==> src/rtl/dmem_stage_if.sv <==
// Backing-memory request/acknowledge bus between the MEM-stage cache and the
// slow data memory.
//   master (cache side) : drives mem_req, mem_we, mem_addr, mem_wdata
//                         samples mem_rdata, mem_ack
//   slave  (memory side): the mirror image
// mem_rdata is valid in the cycle mem_ack pulses; mem_ack is a one-cycle pulse.
interface dmem_stage_if #(
  parameter int unsigned ADDR_W = 32
);
  logic              mem_req;
  logic              mem_we;
  logic [ADDR_W-1:0] mem_addr;
  logic [31:0]       mem_wdata;
  logic [31:0]       mem_rdata;
  logic              mem_ack;

  modport master (
    output mem_req,
    output mem_we,
    output mem_addr,
    output mem_wdata,
    input  mem_rdata,
    input  mem_ack
  );

  modport slave (
    input  mem_req,
    input  mem_we,
    input  mem_addr,
    input  mem_wdata,
    output mem_rdata,
    output mem_ack
  );
endinterface

==> src/rtl/dmem_stage.sv <==
// MEM-stage data-memory access block.
// Direct-mapped, one-word-per-line, write-through, no-write-allocate cache in
// front of a slow backing memory reached over dmem_stage_if.
//
// Ports:
//   clk, rstn    pipeline clock (rising edge), async active-low reset
//   i_memread    load request from EX/MEM
//   i_memwrite   store request from EX/MEM (wins over i_memread)
//   i_addr       byte address, bits [1:0] ignored
//   i_wdata      store data
//   o_rdata      load data to MEM/WB (0 when there is nothing to return)
//   hit          1 = access complete or no access; 0 = stall the pipeline
//   mem          master side of the backing-memory req/ack bus
//   o_hit_cnt    (DMEM_STATS_EN only) saturating count of IDLE read hits
//   o_miss_cnt   (DMEM_STATS_EN only) saturating count of read misses
//
// Optional feature macro: DMEM_STATS_EN adds the two statistics counters.
module dmem_stage #(
  parameter int unsigned LINES  = 16,
  parameter int unsigned ADDR_W = 32
) (
  input  logic              clk,
  input  logic              rstn,
  input  logic              i_memread,
  input  logic              i_memwrite,
  input  logic [ADDR_W-1:0] i_addr,
  input  logic [31:0]       i_wdata,
  output logic [31:0]       o_rdata,
  output logic              hit,
  dmem_stage_if.master      mem
`ifdef DMEM_STATS_EN
  ,
  output logic [31:0]       o_hit_cnt,
  output logic [31:0]       o_miss_cnt
`endif
);

  localparam int unsigned INDEX_W = $clog2(LINES);
  localparam int unsigned TAG_W   = ADDR_W - INDEX_W - 2;

  typedef enum logic [1:0] {
    IDLE    = 2'd0,
    RD_MISS = 2'd1,
    WR_THRU = 2'd2,
    RESP    = 2'd3
  } state_t;

  state_t state;
  state_t state_nx;

  // Cache arrays; only the valid bits need a reset value.
  logic [LINES-1:0] valid;
  logic [TAG_W-1:0] tag_arr  [LINES];
  logic [31:0]      data_arr [LINES];

  // Load data captured on a read-miss fill, presented during RESP.
  logic [31:0] fill;
  // Remembers whether the outstanding access was a read, so RESP knows
  // whether to present fill or zero.
  logic        resp_rd;

  logic [INDEX_W-1:0] idx;
  logic [TAG_W-1:0]   tag_in;
  logic [INDEX_W-1:0] fill_idx;
  logic [TAG_W-1:0]   fill_tag;
  logic               acc_rd;
  logic               acc_wr;
  logic               lookup_hit;
  logic               rd_hit;
  logic               start_rd;
  logic               start_wr;
  logic               ack;
  logic               unused_addr_lsb;

  // Lookup address split from the live pipeline inputs.
  assign idx    = i_addr[INDEX_W+1:2];
  assign tag_in = i_addr[ADDR_W-1:INDEX_W+2];

  // While a request is outstanding the registered bus address identifies the
  // line to fill, so no separate copy of index/tag is kept.
  assign fill_idx = mem.mem_addr[INDEX_W+1:2];
  assign fill_tag = mem.mem_addr[ADDR_W-1:INDEX_W+2];

  // Byte offset within the word plays no role in a word-granular cache.
  assign unused_addr_lsb = ^i_addr[1:0];

  assign acc_wr     = i_memwrite;
  assign acc_rd     = i_memread & ~i_memwrite;
  assign lookup_hit = valid[idx] && (tag_arr[idx] == tag_in);

  assign rd_hit   = (state == IDLE) && acc_rd && lookup_hit;
  assign start_rd = (state == IDLE) && acc_rd && !lookup_hit;
  assign start_wr = (state == IDLE) && acc_wr;

  // An acknowledge only counts while a request is actually outstanding.
  assign ack = mem.mem_ack && mem.mem_req;

  // State register.
  always_ff @(posedge clk or negedge rstn) begin
    if (!rstn) begin
      state <= IDLE;
    end else begin
      state <= state_nx;
    end
  end

  // Next state plus the combinational hit / load-data outputs.
  always_comb begin
    state_nx = state;
    hit      = 1'b0;
    o_rdata  = 32'd0;
    case (state)
      IDLE: begin
        hit = ~start_wr & ~start_rd;
        if (rd_hit) begin
          o_rdata = data_arr[idx];
        end
        if (start_wr) begin
          state_nx = WR_THRU;
        end else if (start_rd) begin
          state_nx = RD_MISS;
        end
      end
      RD_MISS: begin
        if (ack) begin
          state_nx = RESP;
        end
      end
      WR_THRU: begin
        if (ack) begin
          state_nx = RESP;
        end
      end
      RESP: begin
        hit = 1'b1;
        if (resp_rd) begin
          o_rdata = fill;
        end
        state_nx = IDLE;
      end
      default: begin
        state_nx = IDLE;
      end
    endcase
    // The pipeline must not advance while the block is held in reset.
    if (!rstn) begin
      hit     = 1'b0;
      o_rdata = 32'd0;
    end
  end

  // Backing-memory bus registers, valid bits and the fill register.
  always_ff @(posedge clk or negedge rstn) begin
    if (!rstn) begin
      mem.mem_req   <= 1'b0;
      mem.mem_we    <= 1'b0;
      mem.mem_addr  <= '0;
      mem.mem_wdata <= 32'd0;
      valid         <= '0;
      fill          <= 32'd0;
      resp_rd       <= 1'b0;
    end else begin
      if (start_wr) begin
        mem.mem_req   <= 1'b1;
        mem.mem_we    <= 1'b1;
        mem.mem_addr  <= {i_addr[ADDR_W-1:2], 2'b00};
        mem.mem_wdata <= i_wdata;
        resp_rd       <= 1'b0;
      end else if (start_rd) begin
        mem.mem_req  <= 1'b1;
        mem.mem_we   <= 1'b0;
        mem.mem_addr <= {i_addr[ADDR_W-1:2], 2'b00};
        resp_rd      <= 1'b1;
      end

      if ((state == RD_MISS) && ack) begin
        valid[fill_idx] <= 1'b1;
        fill            <= mem.mem_rdata;
        mem.mem_req     <= 1'b0;
      end

      if ((state == WR_THRU) && ack) begin
        mem.mem_req <= 1'b0;
        mem.mem_we  <= 1'b0;
      end
    end
  end

  // Tag/data arrays: write-hit update in IDLE, line fill on read-miss ack.
  // A write miss leaves the arrays untouched (no allocation).
  always_ff @(posedge clk) begin
    if (start_wr && lookup_hit) begin
      data_arr[idx] <= i_wdata;
    end
    if ((state == RD_MISS) && ack) begin
      tag_arr[fill_idx]  <= fill_tag;
      data_arr[fill_idx] <= mem.mem_rdata;
    end
  end

`ifdef DMEM_STATS_EN
  // Saturating hit/miss statistics; writes are counted in neither.
  always_ff @(posedge clk or negedge rstn) begin
    if (!rstn) begin
      o_hit_cnt  <= 32'd0;
      o_miss_cnt <= 32'd0;
    end else begin
      if (rd_hit && (o_hit_cnt != 32'hFFFF_FFFF)) begin
        o_hit_cnt <= o_hit_cnt + 32'd1;
      end
      if (start_rd && (o_miss_cnt != 32'hFFFF_FFFF)) begin
        o_miss_cnt <= o_miss_cnt + 32'd1;
      end
    end
  end
`endif

endmodule

==> src/flat_wrapper.sv <==
// flat-port wrapper written by rule: the top's interface ports become plain ports
module dmem_stage_flat 
#(
  parameter int unsigned LINES  = 16,
  parameter int unsigned ADDR_W = 32
)
  (clk, rstn, i_memread, i_memwrite, i_addr, i_wdata, o_rdata, hit, mem_mem_req, mem_mem_we, mem_mem_addr, mem_mem_wdata, mem_mem_rdata, mem_mem_ack);
  dmem_stage_if #(.ADDR_W(ADDR_W)) mem_i ();
  input  logic clk;
  input  logic rstn;
  input  logic i_memread;
  input  logic i_memwrite;
  input  logic [ADDR_W-1:0] i_addr;
  input  logic [31:0] i_wdata;
  output logic [31:0] o_rdata;
  output logic hit;
  output wire logic [$bits(mem_i.mem_req)-1:0] mem_mem_req;
  output wire logic [$bits(mem_i.mem_we)-1:0] mem_mem_we;
  output wire logic [$bits(mem_i.mem_addr)-1:0] mem_mem_addr;
  output wire logic [$bits(mem_i.mem_wdata)-1:0] mem_mem_wdata;
  input wire logic [$bits(mem_i.mem_rdata)-1:0] mem_mem_rdata;
  input wire logic [$bits(mem_i.mem_ack)-1:0] mem_mem_ack;
  assign mem_mem_req = mem_i.mem_req;
  assign mem_mem_we = mem_i.mem_we;
  assign mem_mem_addr = mem_i.mem_addr;
  assign mem_mem_wdata = mem_i.mem_wdata;
  assign mem_i.mem_rdata = mem_mem_rdata;
  assign mem_i.mem_ack = mem_mem_ack;
  dmem_stage #(.LINES(LINES), .ADDR_W(ADDR_W)) u_core (.clk(clk), .rstn(rstn), .i_memread(i_memread), .i_memwrite(i_memwrite), .i_addr(i_addr), .i_wdata(i_wdata), .o_rdata(o_rdata), .hit(hit), .mem(mem_i));
endmodule
==> config.mk <==
export PLATFORM = sky130hd
export DESIGN_NAME = dmem_stage_flat
export DESIGN_NICKNAME = d
export VERILOG_FILES = /design/src/rtl/dmem_stage_if.sv /design/src/rtl/dmem_stage.sv /design/src/flat_wrapper.sv
export SDC_FILE = /design/constraint.sdc
export NUM_CORES = 1
export LEC_CHECK = 0
export BUFFER_PORTS_ARGS = -buffer_cell sky130_fd_sc_hd__buf_2
export CORE_ASPECT_RATIO = 0.6
export CORE_MARGIN = 2
export CORE_UTILIZATION = 55
export CTS_CLUSTER_SIZE = 20
export DETAILED_ROUTE_END_ITERATION = 7
export HOLD_SLACK_MARGIN = 0.12
export PLACE_DENSITY = 0.71
export SLEW_MARGIN = 20
export SYNTH_ARGS = -nofsm -noshare
export SYNTH_HDL_FRONTEND = slang
export SYNTH_SLANG_ARGS = --single-unit
==> constraint.sdc <==
create_clock -name clk -period 15.5 [get_ports clk]
set_input_delay 3.875 -clock clk [delete_from_list [all_inputs] [get_ports clk]]
set_output_delay 3.875 -clock clk [all_outputs]
set_load 0.005 [all_outputs]
Word-level counts from Yosys, hierarchy flattened --
Memories as Yosys holds them, arrays and structs flattened. Index checks and enable logic that the tools add are counted.
Operators by class: muxes and demuxes 31, order comparisons 3, divide/modulo/power cells 0, reductions and logical operators 18, add/sub/neg operators 0, bitwise operators 6, equality and inequality tests 6, shift operators 0, $mul 0
Operators by type and width (number):
- 32-bit two-way mux | 6
- 32-bit one-hot mux with 2 select lines | 1
- 32-bit OR reduction | 1
- 26-bit == test | 1
- 1-bit two-way mux | 16
- 16-bit bitwise OR | 1
- 1-bit logical AND | 10
- 4-bit by 5-bit < comparator with 1-bit output (second input constant) | 2
- 2-bit two-way mux | 3
- 2-bit one-hot mux with 3 select lines | 1
- 1-bit binary-select mux with 4-bit select | 1
- 1-bit demux with 4-bit select | 1
- 2-bit == test (second input constant) | 2
- 4-bit by 1-bit greater-or-equal comparator with 1-bit output (second input constant) | 1
- 4-bit two-way mux | 1
- 4-bit nonzero test | 1
- 3-bit by 1-bit != test with 1-bit output (second input constant) | 1
- 1-bit inverter | 3
- 3-bit nonzero test | 1
- 1-bit bitwise AND | 2
- 2-bit by 1-bit == test with 1-bit output (second input constant) | 1
- 2-bit zero test | 1
- 2-bit by 1-bit != test with 1-bit output (second input constant) | 1
- 1-bit one-hot mux with 2 select lines | 1
- 4 further kinds | 4
Word-level totals: bits in read-only memories 0, bits in latches 0, memories kept 2, register bits after elaboration 117, word-level logic and storage cells 74, bits in writable memories 928, bits of input ports 101, output and inout port bits 99
Memory list:
- u_core.data_arr | depth 16, bits a word 32, rd ports 1, clocked after Yosys merged registers in 0, write ports 1, line dmem_stage.sv:54 | logic [31:0] data_arr [LINES];
- u_core.tag_arr | depth 16, bits a word 26, rd ports 1, clocked after Yosys merged registers in 0, write ports 1, line dmem_stage.sv:53 | logic [TAG_W-1:0] tag_arr [LINES];

Logic depth before layout (Yosys ltp) --
depth after elaboration 9, mapped depth 15, mapped depth without buffers 9

Worst setup path after synthesis --
No wires, ideal clock.
path kind input port to output port, start point input i_addr[2], end point output o_rdata[11], stages on the path 11, arrival time 6773 ps, path buffers 4, path slack 4852 ps, required time 11625 ps, cells stage by stage buf_2 > buf_6 > buf_2 > mux4_2 > a221oi_1 > xnor2_1 > a2111oi_4 > nand4_4 > or2_1 > clkbuf_1 > o21ai_0
On the way: cells in the longest elaborated chain, start to end 7, elaborated cells on any way between the ends 10, classes of those cells eq/ne: 1; mux: 5; reduce/logical: 2; memory: 2
Ends and longest elaborated chain:
- start, declared | line flat_wrapper.sv:13 | input logic [ADDR_W-1:0] i_addr;
- memory 16 x 26 bit / 1-bit binary-select mux with 4-bit select (equally long branches)
- 26-bit == test / 1-bit two-way mux (equally long branches) | line dmem_stage.sv:89 | assign lookup_hit = valid[idx] && (tag_arr[idx] == tag_in);
- 1-bit logical AND | line dmem_stage.sv:89
- 1-bit logical AND | line dmem_stage.sv:91 | assign rd_hit = (state == IDLE) && acc_rd && lookup_hit;
- 32-bit two-way mux * | line dmem_stage.sv:115 | if (rd_hit) begin
- 32-bit one-hot mux with 2 select lines * | line dmem_stage.sv:112 | case (state)
- 32-bit two-way mux * | line dmem_stage.sv:146 | if (!rstn) begin
- end, declared | line flat_wrapper.sv:15 | output logic [31:0] o_rdata;
Every way passes the cells marked *; elsewhere a longest branch is shown, timed or not. The select of a mux whose other input is x is not followed.

Worst setup path after layout --
start point input i_addr[2], end point output o_rdata[8]
The elaborated chain is that of the path after synthesis.

==> impl_metrics.tcl <==
set metrics [dict create \
    status "completed" \
    initial_core_util_pct 55.58 \
    share_of_cells_above_drive_strength_1_pct 32.89 \
    main_combinational_cell_family_by_area_after_synthesis "multiplexers" \
    xor_xnor_portion_of_the_synthesized_cell_area_pct 0.6637 \
    worst_setup_path_start_kind "input port" \
    achievable-frequency_ghz 0.07935 \
    yosys_most_used_dff "sky130_fd_sc_hd__edfxtp_1" \
    synth_top_area_share_pct 68.12 \
    antenna_found_initial 7 \
    cts_sinks 1043 \
    path_cells "buf_8, buf_4, mux4_2, a22oi_1, nand2_1, xor2_1, or4b_1, a2111oi_4, nand4_4, or2_1, buf_4, o21ai_0, buf_2" \
    slew-limit-headroom_pct 24.01 \
    synth_largest_area_cell "sky130_fd_sc_hd__edfxtp_1" \
    timing.critical_path.required_ns 11.62 \
    cts.htree.levels 3 \
    ctsHoldBuffers 0 \
    detailroute.wirelength.met3_mm 7.661 \
    synth_compound_area_share_pct 1.312 \
    post-cts-setup-buffer-count 0 \
    clk-insertion-delay-late_ns 0.66 \
    synth_top_cells_by_area "sky130_fd_sc_hd__edfxtp_1 (68%), sky130_fd_sc_hd__mux4_2 (14%), sky130_fd_sc_hd__dfrtp_1 (7.0%)" \
    finalWorstSetupSlack_ns 2.897 \
    die_x_um 356.1 \
    finalWorstPathRequiredPeriod_ns 12.60 \
    crit_arrival_ns 8.73 \
    port_buffers 195 \
    synth.area.mux_share_pct 17.72 \
    clk_pin_slew_worst_paths_ns 0.06 \
    place_ws_ns 2.743 \
    synth-seq-cells 1043 \
    netlist_instances 1990 \
    synthesis.yosys.warnings 0 \
    nets 2336 \
    placement_rows 77 \
    final_core_util_pct 62.87 \
    report.final.slew_viol_count 0 \
    synth_sequential_area_ratio_pct 75.16 \
    largest_net_degree_at_the_start_of_global_routing 78 \
    hold-worst-slack_ns 0.4667 \
    grt_remaining_overflow 0 \
    numCtsBuffers 93 \
    synth.distinct_cells 48 \
    synth_adder_area_share_pct 0.1223 \
    dpl.hpwl_mm 50.07 \
    finalInstanceArea_um2 46270 \
    cp_max_fo 72 \
    cts_root_buf "sky130_fd_sc_hd__clkbuf_16" \
    grt_first_pass_wirelength_mm 136.5 \
    vias_per_cell 6.160 \
    first_global_vias 20495 \
    syn_area_um2 40910 \
    top_signal_layer_used "met5" \
    route.vias.total 20310 \
    power.density_nw_per_um2 147.4 \
    power.static_leakage_nw 16.04 \
    drt_pass1_iterations 8 \
    synth-simple-area-share_pct 3.493 \
    gp_congestion 0.7596 \
    synth_enable_flop_cells 928 \
    cp_slowest_stage_delay_ns 0.80 \
    critical_path_class "in -> out" \
    cap_violations 0 \
    area_of_the_core_region_um2 73610 \
    timing.setup.tns_ns 0 \
    cts_max_path_buffers 3 \
    yosys.cell_count.top_type "sky130_fd_sc_hd__edfxtp_1" \
    route.detailed.drc 0 \
    cp_slowest_cell "sky130_fd_sc_hd__buf_4" \
    post_synth_most_frequent_cells "sky130_fd_sc_hd__edfxtp_1 (928), sky130_fd_sc_hd__mux4_2 (263), sky130_fd_sc_hd__nand2_1 (206), sky130_fd_sc_hd__dfrtp_1 (115), sky130_fd_sc_hd__mux2i_1 (52)" \
    rsz0062_at_grt "false" \
    routedWlPerCell_um 28.15 \
    met2_length_mm 43.98 \
    routed_wirelength_mm 92.80 \
    tritoncts "done" \
    chipHeight_um 215.3 \
    crit_path_frequent_cell "sky130_fd_sc_hd__buf_4" \
    ctsResizeCount 0 \
    syn_to_layout_area_delta_pct 13.12 \
    fillCellCount 4962 \
    crit_path_end_kind "output pin" \
    ys_async_sr_fraction_pct 11.03 \
    place_area_um2 43220 \
    timing.final.setup_violations 0 \
    initialDrtViolationCount 2330 \
    wl_on_met1_mm 39.69 \
    syn_avg_cell_area_um2 20.56 \
    io_pins 200 \
    tightest_slew_ns 1.140 \
    worst_ir_drop_vdd_mv 0.1060 \
    number_of_failing_hold_endpoints_at_the_final_stage 0 \
    fin_worst_skew_ns 0.02852 \
    share_of_the_clock_period_used_by_the_worst_path_pct 81.31 \
    multiInputGateArea_um2 9744 \
    grtUsageTotal_pct 24.63 \
    min-delay-path-class "reg -> reg" \
    detail-route-antenna-nets 0 \
    combined_flip_flop_and_latch_cell_area_um2 30740 \
    die_area_um2 76650 \
]
-- per-layer routing --
| metal | GRT usage (%) | vias up |
|---|---|---|
| li1 | - | 8468 |
| met4 | 5.598 | 2 |
| met5 | 0 | - |
| met3 | 4.807 | 113 |
| met2 | 36.82 | 854 |
| met1 | 38.17 | 10873 |
-- cells in the final DEF, fill, tap and decap left out, types with 4 or more instances in the layout --
master and n:
sky130_fd_sc_hd__a21oi_1 6, sky130_fd_sc_hd__mux2_4 29, sky130_fd_sc_hd__a221oi_1 5, sky130_fd_sc_hd__nor2_4 16, sky130_fd_sc_hd__clkinv_2 12, sky130_fd_sc_hd__nand3_1 11, sky130_fd_sc_hd__ha_1 4, sky130_fd_sc_hd__bufinv_16 8
sky130_fd_sc_hd__a22o_1 6, sky130_fd_sc_hd__nor2b_4 6, sky130_fd_sc_hd__or2_2 17, sky130_fd_sc_hd__nand2b_1 7, sky130_fd_sc_hd__inv_1 37, sky130_fd_sc_hd__edfxtp_1 928, sky130_fd_sc_hd__dfrtp_1 115, sky130_fd_sc_hd__nand4_1 5
sky130_fd_sc_hd__nand2_1 205, sky130_fd_sc_hd__clkinv_1 11, sky130_fd_sc_hd__a31oi_1 5, sky130_fd_sc_hd__a22oi_1 10, sky130_fd_sc_hd__mux4_2 263, sky130_fd_sc_hd__clkbuf_16 95, sky130_fd_sc_hd__and2_2 8, sky130_fd_sc_hd__and2_1 5
sky130_fd_sc_hd__buf_4 46, sky130_fd_sc_hd__clkinvlp_4 7, sky130_fd_sc_hd__clkbuf_8 9, sky130_fd_sc_hd__o21ai_1 10, sky130_fd_sc_hd__mux2i_1 52, sky130_fd_sc_hd__buf_2 191, sky130_fd_sc_hd__clkbuf_1 26, sky130_fd_sc_hd__nor2b_1 9
sky130_fd_sc_hd__xor2_1 15, sky130_fd_sc_hd__mux2_2 33, sky130_fd_sc_hd__o21ai_0 25, sky130_fd_sc_hd__xnor2_1 16, sky130_fd_sc_hd__nor2_1 17
-- path summary, 6_finish.rpt --
kind | start | slack (ns) | depth (start not counted) | endpoint
setup / recovery | i_addr[2] | 2.90 | 13 | o_rdata[8]
hold / removal | u_core.valid[11]$_DFFE_PN0P_ | 0.47 | 1 | u_core.valid[11]$_DFFE_PN0P_
setup reg to reg | u_core.tag_arr[12][8]$_DFFE_PP_ | 10.95 | 10 | u_core.data_arr[0][8]$_DFFE_PP_
hold reg to reg | u_core.valid[11]$_DFFE_PN0P_ | 0.47 | 1 | u_core.valid[11]$_DFFE_PN0P_
max in group asynchronous | rstn | 11.24 | 2 | u_core.mem.mem_wdata[28]$_DFFE_PN0P_
min in group asynchronous | rstn | 3.09 | 1 | u_core.mem.mem_addr[9]$_DFFE_PN0P_
-- metrics by stage --
step           total power [W]  cells
6_report              0.006823   3297
5_1_grt               0.007082   3297
4_1_cts               0.006874   3295
3_5_place_dp          0.004579   3123
3_3_place_gp          0.004513   3123
2_1_floorplan         0.004186   1991
-- sequential cells by signal, indices dropped and copies added, names as in the netlist --
signal                count
u_core.data_arr         512
u_core.tag_arr          416
u_core.fill              32
u_core.mem.mem_wdata     32
u_core.mem.mem_addr      30
u_core.valid             16
u_core.state              2
u_core.mem.mem_req        1
u_core.mem.mem_we         1
u_core.resp_rd            1
-- final cells by class --
type	instances	share of cell area, %
clock buffer	129	5.586
multi-input combinational	814	21.06
clock inverter	43	1.003
antenna	2	0.01082
tap	987	2.669
sequential	1043	66.44
timing repair buffer	241	2.923
inverter	38	0.3109
-- worst max-delay path: cells and delay by family --
kind	cells	cell delay, ns
AND/OR/NAND/NOR	4	1.26
AO/OA/AOI/OAI	3	0.90
XOR/XNOR	1	0.15
buffers and inverters	4	1.80
multiplexers	1	0.60
-- cell families after synthesis --
family | after synthesis
fa+ha+maj | 4
flops | 1043
compound gates | 78
buf+inv | 134
xor+xnor | 31
mux | 377
other cells | 1
simple gates | 322
-- power breakdown --
group	internal [W]	switching [W]	leakage [nW]
combinational	0.000353	0.000444	4.81
clock	0.00130	0.00100	1.47
sequential	0.00348	0.000242	9.76
total	0.00514	0.00169	16.0
No activity file was read; power rests on OpenSTA's default activity.
